==> config.mk <==
export PLATFORM = sky130hd
export DESIGN_NAME = mem_stage_flat
export DESIGN_NICKNAME = d
export VERILOG_FILES = /design/src/rtl/mem_stage_if.sv /design/src/rtl/mem_stage.sv /design/src/flat_wrapper.sv
export SDC_FILE = /design/constraint.sdc
export NUM_CORES = 1
export LEC_CHECK = 0
export CORE_ASPECT_RATIO = 1.75
export CORE_MARGIN = 4
export CORE_UTILIZATION = 25
export DETAILED_ROUTE_END_ITERATION = 7
export HOLD_SLACK_MARGIN = 0.05
export PLACE_DENSITY_LB_ADDON = 0.08
export SLEW_MARGIN = 20
export SYNTH_ARGS = -nofsm -noshare
export SYNTH_HDL_FRONTEND = slang
export SYNTH_SLANG_ARGS = --single-unit
==> constraint.sdc <==
create_clock -name clk_in -period 6.31 [get_ports clk_in]
set_input_delay 1.262 -clock clk_in [delete_from_list [all_inputs] [get_ports clk_in]]
set_output_delay 1.262 -clock clk_in [all_outputs]
set_load 0.02 [all_outputs]
==> src/rtl/mem_stage_if.sv <==
// Shared byte-wide RAM port seen by the MEM stage: arbiter request/grant plus
// address, write strobe and data in both directions.
interface mem_stage_if #(
  parameter int unsigned ADDR_W = 17
);
  logic              mem_req;
  logic              mem_grant;
  logic [ADDR_W-1:0] mem_a;
  logic              mem_wr;
  logic [7:0]        mem_dout;
  logic [7:0]        mem_din;

  modport master (
    output mem_req, mem_a, mem_wr, mem_dout,
    input  mem_grant, mem_din
  );

  modport slave (
    input  mem_req, mem_a, mem_wr, mem_dout,
    output mem_grant, mem_din
  );
endinterface

==> src/rtl/mem_stage.sv <==
// MEM pipeline stage: byte-serial loads/stores over an arbitrated 8-bit RAM
// port, stalling EX/MEM while busy and registering write-back results.
module mem_stage #(
  parameter int unsigned ADDR_W = 17
) (
  input  logic              clk_in,
  input  logic              rst_in,
  input  logic              rdE_in,
  input  logic [4:0]        rdIdx_in,
  input  logic [31:0]       rdData_in,
  input  logic [3:0]        memOp_in,
  input  logic [31:0]       storeData_in,
  output logic              stall_out,
  mem_stage_if.master       mem,
  output logic              rdE_out,
  output logic [4:0]        rdIdx_out,
  output logic [31:0]       rdData_out
);

  localparam int unsigned CNT_W = 3;

  localparam logic [1:0] IDLE = 2'd0;
  localparam logic [1:0] REQ  = 2'd1;
  localparam logic [1:0] XFER = 2'd2;
  localparam logic [1:0] DONE = 2'd3;

  localparam logic [3:0] OP_LB  = 4'd1;
  localparam logic [3:0] OP_LH  = 4'd2;
  localparam logic [3:0] OP_LBU = 4'd4;
  localparam logic [3:0] OP_LHU = 4'd5;
  localparam logic [3:0] OP_SB  = 4'd6;
  localparam logic [3:0] OP_SH  = 4'd7;
  localparam logic [3:0] OP_SW  = 4'd8;

  logic [1:0]        state;
  logic [1:0]        state_nxt;
  logic [CNT_W-1:0]  cnt;
  logic [CNT_W-1:0]  size;
  logic [3:0]        op;
  logic [ADDR_W-1:0] base;
  logic [31:0]       sdata;
  logic [31:0]       lbuf;
  logic [31:0]       ld_word;
  logic [31:0]       ld_ext;
  logic              lat_rde;
  logic [4:0]        lat_idx;
  logic              op_in_valid;
  logic              is_store;
  logic              issue;
  logic              last;
  logic [1:0]        lane;

  assign op_in_valid = (memOp_in >= OP_LB) && (memOp_in <= OP_SW);
  assign is_store    = (op >= OP_SB);

  always_comb begin
    case (op)
      OP_LB, OP_LBU, OP_SB: size = CNT_W'(1);
      OP_LH, OP_LHU, OP_SH: size = CNT_W'(2);
      default:              size = CNT_W'(4);
    endcase
  end

  // Loads run one extra capture-only cycle because read data lags its address.
  assign issue = (state == XFER) && (cnt < size);
  assign last  = (state == XFER) &&
                 (is_store ? (cnt == size - CNT_W'(1)) : (cnt == size));

  // Byte returned this cycle belongs to the address issued last cycle.
  assign lane    = 2'(cnt - CNT_W'(1));
  assign ld_word = lbuf | (32'(mem.mem_din) << {lane, 3'b000});

  always_comb begin
    case (op)
      OP_LB:   ld_ext = {{24{ld_word[7]}}, ld_word[7:0]};
      OP_LH:   ld_ext = {{16{ld_word[15]}}, ld_word[15:0]};
      OP_LBU:  ld_ext = {24'd0, ld_word[7:0]};
      OP_LHU:  ld_ext = {16'd0, ld_word[15:0]};
      default: ld_ext = ld_word;
    endcase
  end

  assign stall_out = !rst_in &&
                     (((state == IDLE) && op_in_valid) || (state == REQ) || (state == XFER));

  // RAM port decode; address/data only driven on issue cycles.
  always_comb begin
    mem.mem_req  = (state == REQ) || (state == XFER);
    mem.mem_a    = '0;
    mem.mem_wr   = 1'b0;
    mem.mem_dout = 8'd0;
    if (issue) begin
      mem.mem_a = base + ADDR_W'(cnt);
      if (is_store) begin
        mem.mem_wr   = 1'b1;
        mem.mem_dout = 8'(sdata >> {cnt[1:0], 3'b000});
      end
    end
  end

  always_comb begin
    state_nxt = state;
    case (state)
      IDLE:    if (op_in_valid)   state_nxt = REQ;
      REQ:     if (mem.mem_grant) state_nxt = XFER;
      XFER:    if (last)          state_nxt = DONE;
      default:                    state_nxt = IDLE;
    endcase
  end

  always_ff @(posedge clk_in or posedge rst_in) begin
    if (rst_in) state <= IDLE;
    else        state <= state_nxt;
  end

  always_ff @(posedge clk_in or posedge rst_in) begin
    if (rst_in) begin
      cnt        <= '0;
      op         <= 4'd0;
      base       <= '0;
      sdata      <= 32'd0;
      lbuf       <= 32'd0;
      lat_rde    <= 1'b0;
      lat_idx    <= 5'd0;
      rdE_out    <= 1'b0;
      rdIdx_out  <= 5'd0;
      rdData_out <= 32'd0;
    end else begin
      case (state)
        IDLE: begin
          if (op_in_valid) begin
            op         <= memOp_in;
            base       <= rdData_in[ADDR_W-1:0];
            sdata      <= storeData_in;
            lat_rde    <= rdE_in;
            lat_idx    <= rdIdx_in;
            lbuf       <= 32'd0;
            cnt        <= '0;
            rdE_out    <= 1'b0;
            rdIdx_out  <= 5'd0;
            rdData_out <= 32'd0;
          end else begin
            rdE_out    <= rdE_in;
            rdIdx_out  <= rdIdx_in;
            rdData_out <= rdData_in;
          end
        end
        REQ: begin
          if (mem.mem_grant) cnt <= '0;
        end
        XFER: begin
          cnt <= cnt + CNT_W'(1);
          if (!is_store && (cnt != '0)) lbuf <= ld_word;
          if (last) begin
            rdE_out    <= is_store ? 1'b0  : lat_rde;
            rdIdx_out  <= is_store ? 5'd0  : lat_idx;
            rdData_out <= is_store ? 32'd0 : ld_ext;
          end
        end
        default: begin
          rdE_out    <= 1'b0;
          rdIdx_out  <= 5'd0;
          rdData_out <= 32'd0;
        end
      endcase
    end
  end

endmodule

==> src/flat_wrapper.sv <==
// flat-port wrapper written by rule: the top's interface ports become plain ports
module mem_stage_flat 
#(
  parameter int unsigned ADDR_W = 17
)
  (clk_in, rst_in, rdE_in, rdIdx_in, rdData_in, memOp_in, storeData_in, stall_out, rdE_out, rdIdx_out, rdData_out, mem_mem_req, mem_mem_a, mem_mem_wr, mem_mem_dout, mem_mem_grant, mem_mem_din);
  mem_stage_if #(.ADDR_W(ADDR_W)) mem_i ();
  input  logic clk_in;
  input  logic rst_in;
  input  logic rdE_in;
  input  logic [4:0] rdIdx_in;
  input  logic [31:0] rdData_in;
  input  logic [3:0] memOp_in;
  input  logic [31:0] storeData_in;
  output logic stall_out;
  output logic rdE_out;
  output logic [4:0] rdIdx_out;
  output logic [31:0] rdData_out;
  output wire logic [$bits(mem_i.mem_req)-1:0] mem_mem_req;
  output wire logic [$bits(mem_i.mem_a)-1:0] mem_mem_a;
  output wire logic [$bits(mem_i.mem_wr)-1:0] mem_mem_wr;
  output wire logic [$bits(mem_i.mem_dout)-1:0] mem_mem_dout;
  input wire logic [$bits(mem_i.mem_grant)-1:0] mem_mem_grant;
  input wire logic [$bits(mem_i.mem_din)-1:0] mem_mem_din;
  assign mem_mem_req = mem_i.mem_req;
  assign mem_mem_a = mem_i.mem_a;
  assign mem_mem_wr = mem_i.mem_wr;
  assign mem_mem_dout = mem_i.mem_dout;
  assign mem_i.mem_grant = mem_mem_grant;
  assign mem_i.mem_din = mem_mem_din;
  mem_stage #(.ADDR_W(ADDR_W)) u_core (.clk_in(clk_in), .rst_in(rst_in), .rdE_in(rdE_in), .rdIdx_in(rdIdx_in), .rdData_in(rdData_in), .memOp_in(memOp_in), .storeData_in(storeData_in), .stall_out(stall_out), .mem(mem_i), .rdE_out(rdE_out), .rdIdx_out(rdIdx_out), .rdData_out(rdData_out));
endmodule
==> flow_metrics.py <==
metrics = {
    "sta": {
        "fmax_ghz": 0.188,
        "fin_crit_sh_pct": 84.2,
        "rsz0062_at_grt": "no",
        "skew_ns": 0.00657,
        "setup_viol": 0,
        "finalMaxSlewViolations": 0,
        "relSlewSlack_pct": 30.8,
        "period_needed_ns": 5.31,
        "final.setup.tns_ns": 0,
        "worst_pin_slew_ns": 1.04,
        "final_hold_viol_count": 0,
    },
    "global_route": {
        "antenna_found_initial": 0,
        "grt_overflow_total": 0,
        "grt_pass1_vias": 6065,
        "grt_usage_pct": 15.5,
        "grt_pass1_wl_mm": 36.4,
        "grt_max_degree": 59,
    },
    "yosys": {
        "synth.avg_cell_area_um2": 11.4,
        "syn_area_mm2": 0.00713,
        "ys_async_sr_fraction_pct": 100,
        "synth_edf_count": 0,
        "synth_cell_types": 59,
        "seq_area_frac_synth_pct": 47.0,
        "syn_nets": 723,
        "synthCells": 624,
        "synth_warnings": 0,
        "synthFlopType": "dfrtp_1",
        "ys_seq_elements": 134,
    },
    "pwr": {
        "p_clk_share_pct": 18.9,
        "finalPower_uw": 5170,
        "pwr-share-comb_pct": 52.0,
        "switching_share_pct": 40.6,
        "power.density_mw_per_mm2": 545,
        "seqPwrFrac_pct": 29.1,
        "p_switching_uw": 2100,
        "p_int_uw": 3070,
        "p_leak_uw": 0.00385,
        "peakVddDrop_v": 0.000242,
    },
    "finish": {
        "drive_gt1_share_pct": 18.7,
        "final_area_mm2": 0.00950,
        "layout_commonest_cell": "clkdlybuf4s50_1",
        "antenna_cells": 0,
        "syn_to_final_growth_pct": 33.1,
        "layout.nets": 851,
        "final_cell_mix": "clkdlybuf4s50_1 (150), dfrtp_1 (134), mux2_2 (81), a21oi_1 (46)",
    },
    "clocking": {
        "clk_pin_slew_worst_paths_ns": 0.06,
        "clock-sinks": 134,
        "clk_path_buf_depth": 2,
        "cts_inserted_buffers": 17,
        "ctsHoldBuffers": 0,
        "cts_tree": "built",
        "postCtsSetupRepairBufs": 0,
        "cts_root_buf": "clkbuf_16",
        "clk_latency_ns": 0.44,
        "cts.repair.resized": 0,
        "cts-htree-levels": 4,
    },
    "critical_path": {
        "timing.rr.end": "u_core.rdData_out[15]",
        "crit_end": "mem_mem_a[2]",
        "critPathCaptureType": "output pin",
        "arrival_ns": 4.05,
        "reg2reg_depth": 7,
        "cp_max_fo": 15,
        "reg2reg_from": "u_core.cnt[0]",
        "crit_start": "u_core.op[1]",
        "startpoint_type": "flop",
        "reg2reg_slack_ns": 2.80,
        "cp.required_ns": 5.05,
        "worstSetupPathType": "flop to output pin",
    },
    "job": {
        "cap_viol_max_count": 0,
    },
    "floorplan": {
        "coreArea_mm2": 0.0281,
        "row_count": 81,
        "start_util_pct": 25.4,
        "die_w_um": 136,
        "io_pins": 151,
        "die_area_mm2": 0.0314,
        "die_h_um": 231,
    },
    "placed_design": {
        "place.gp.congestion": 0.802,
        "placed_area_mm2": 0.00893,
        "portBuffers": 150,
        "hpwl_mm": 17.5,
    },
    "drt": {
        "totalWireLength_mm": 23.7,
        "vias": 5611,
        "initialDrtViolationCount": 278,
        "dr.pass1.iters": 4,
        "drc": 0,
        "ant_nets": 0,
        "wl_per_cell_um": 20.8,
        "viasPerCell": 4.93,
    },
    "hold_path": {
        "hold_class": "flop to flop",
    },
    "run_status": {
        "status": "finished, final reports clean",
    },
}
area by class of cell:
cell class / instances / area [um^2]
clock buffers: 21 / 460
repair buffers: 160 / 1580
multi-input cells: 427 / 3490
flip-flops and latches: 134 / 3350
fillers: 2831 / 18600
well taps: 373 / 467
inverters: 12 / 47.5
clock inverters: 10 / 105
power groups by stage:
stage / sequential [uW] / combinational [uW] / clock (uW)
2_1_floorplan: 1560 / 1730 / 0
3_5_place_dp: 1520 / 2730 / 0
5_1_grt: 1560 / 2950 / 1050
3_3_place_gp: 1510 / 2710 / 0
6_report: 1510 / 2690 / 977
4_1_cts: 1510 / 2740 / 1010
kinds of logic after synthesis:
family / count (synthesis) / share of synthesized area [%]
adder cells (fa/ha/maj): 14 / 2.56
AND/OR/NAND/NOR: 124 / 10.6
buffers and inverters: 63 / 4.35
flip-flops: 134 / 47.0
XOR/XNOR: 7 / 0.859
AO/OA/AOI/OAI: 191 / 19.0
multiplexers: 91 / 15.6
registers in the layout, summed over array words and instances, names as in the netlist:
signal / flops
u_core.base: 17
u_core.op: 4
u_core.lat_rde: 1
u_core.cnt: 3
u_core.rdE_out: 1
u_core.rdData_out: 32
u_core.lbuf: 32
u_core.sdata: 32
u_core.lat_idx: 5
u_core.state: 2
u_core.rdIdx_out: 5
cells in the mapped netlist (3+ instances only):
cell	number	area, um^2
dfrtp_1	134	3350
mux2_2	81	912
a21oi_1	46	230
a22o_1	29	254
nor3_1	29	145
o211ai_1	26	195
a21o_1	19	143
a31oi_1	18	113
clkbuf_1	18	67.6
nand2_1	18	67.6
nor2b_1	17	106
nor2_1	15	56.3
buf_2	14	70.1
ha_1	13	163
inv_1	12	45.0
buf_1	11	41.3
o21ai_0	10	50.1
o21a_1	9	67.6
mux4_2	8	180
o2bb2ai_1	8	70.1
nand2b_1	7	43.8
nand3_1	7	35.0
buf_6	5	56.3
o311ai_0	5	43.8
o31ai_1	5	37.5
xor2_1	5	43.8
nor4_4	4	85.1
or3_1	4	25.0
or4_1	4	30.0
and3_1	3	18.8
nand3b_1	3	22.5
o311ai_1	3	26.3
per-layer routing:
metal / wire length [um] / track usage [%]
met3: 1250 / 4.43
met4: 531 / 5.64
met1: 8730 / 16.3
met2: 13200 / 28.9
met5: 0 / 0
worst min path at each step:
stage                     from              end  depth (start not counted)
3_3_place_gp   u_core.lbuf[12]  u_core.lbuf[12]                          1
3_5_place_dp   u_core.lbuf[12]  u_core.lbuf[12]                          1
2_1_floorplan  u_core.lbuf[10]  u_core.lbuf[10]                          1
6_report       u_core.lbuf[12]  u_core.lbuf[12]                          1
5_1_grt         u_core.lbuf[9]   u_core.lbuf[9]                          1
4_1_cts        u_core.lbuf[12]  u_core.lbuf[12]                          1
through the flow:
stage          utilization (%)  hold slack (ns)  cells  setup WS (ns)
3_3_place_gp              31.8            0.477   1106           1.56
3_5_place_dp              31.8            0.484   1106           1.45
6_report                  33.8            0.494   1137          0.998
5_1_grt                   33.8            0.509   1137          0.612
4_1_cts                   33.8            0.497   1137          0.932
2_1_floorplan                -            0.465    624           1.47
worst max-delay path: stages (launching register included):
cell             delay (ns)
dfrtp_1                0.47
nand2b_1               0.23
mux2i_1                0.14
nand2b_1               0.10
ha_1                   0.20
inv_1                  0.08
nand2b_1               0.06
ha_1                   0.30
nor2b_1                0.14
o21ai_0                0.39
nand2_1                0.45
nor3_1                 0.36
clkdlybuf4s50_1        0.66
No activity file was read; power rests on OpenSTA's default activity.
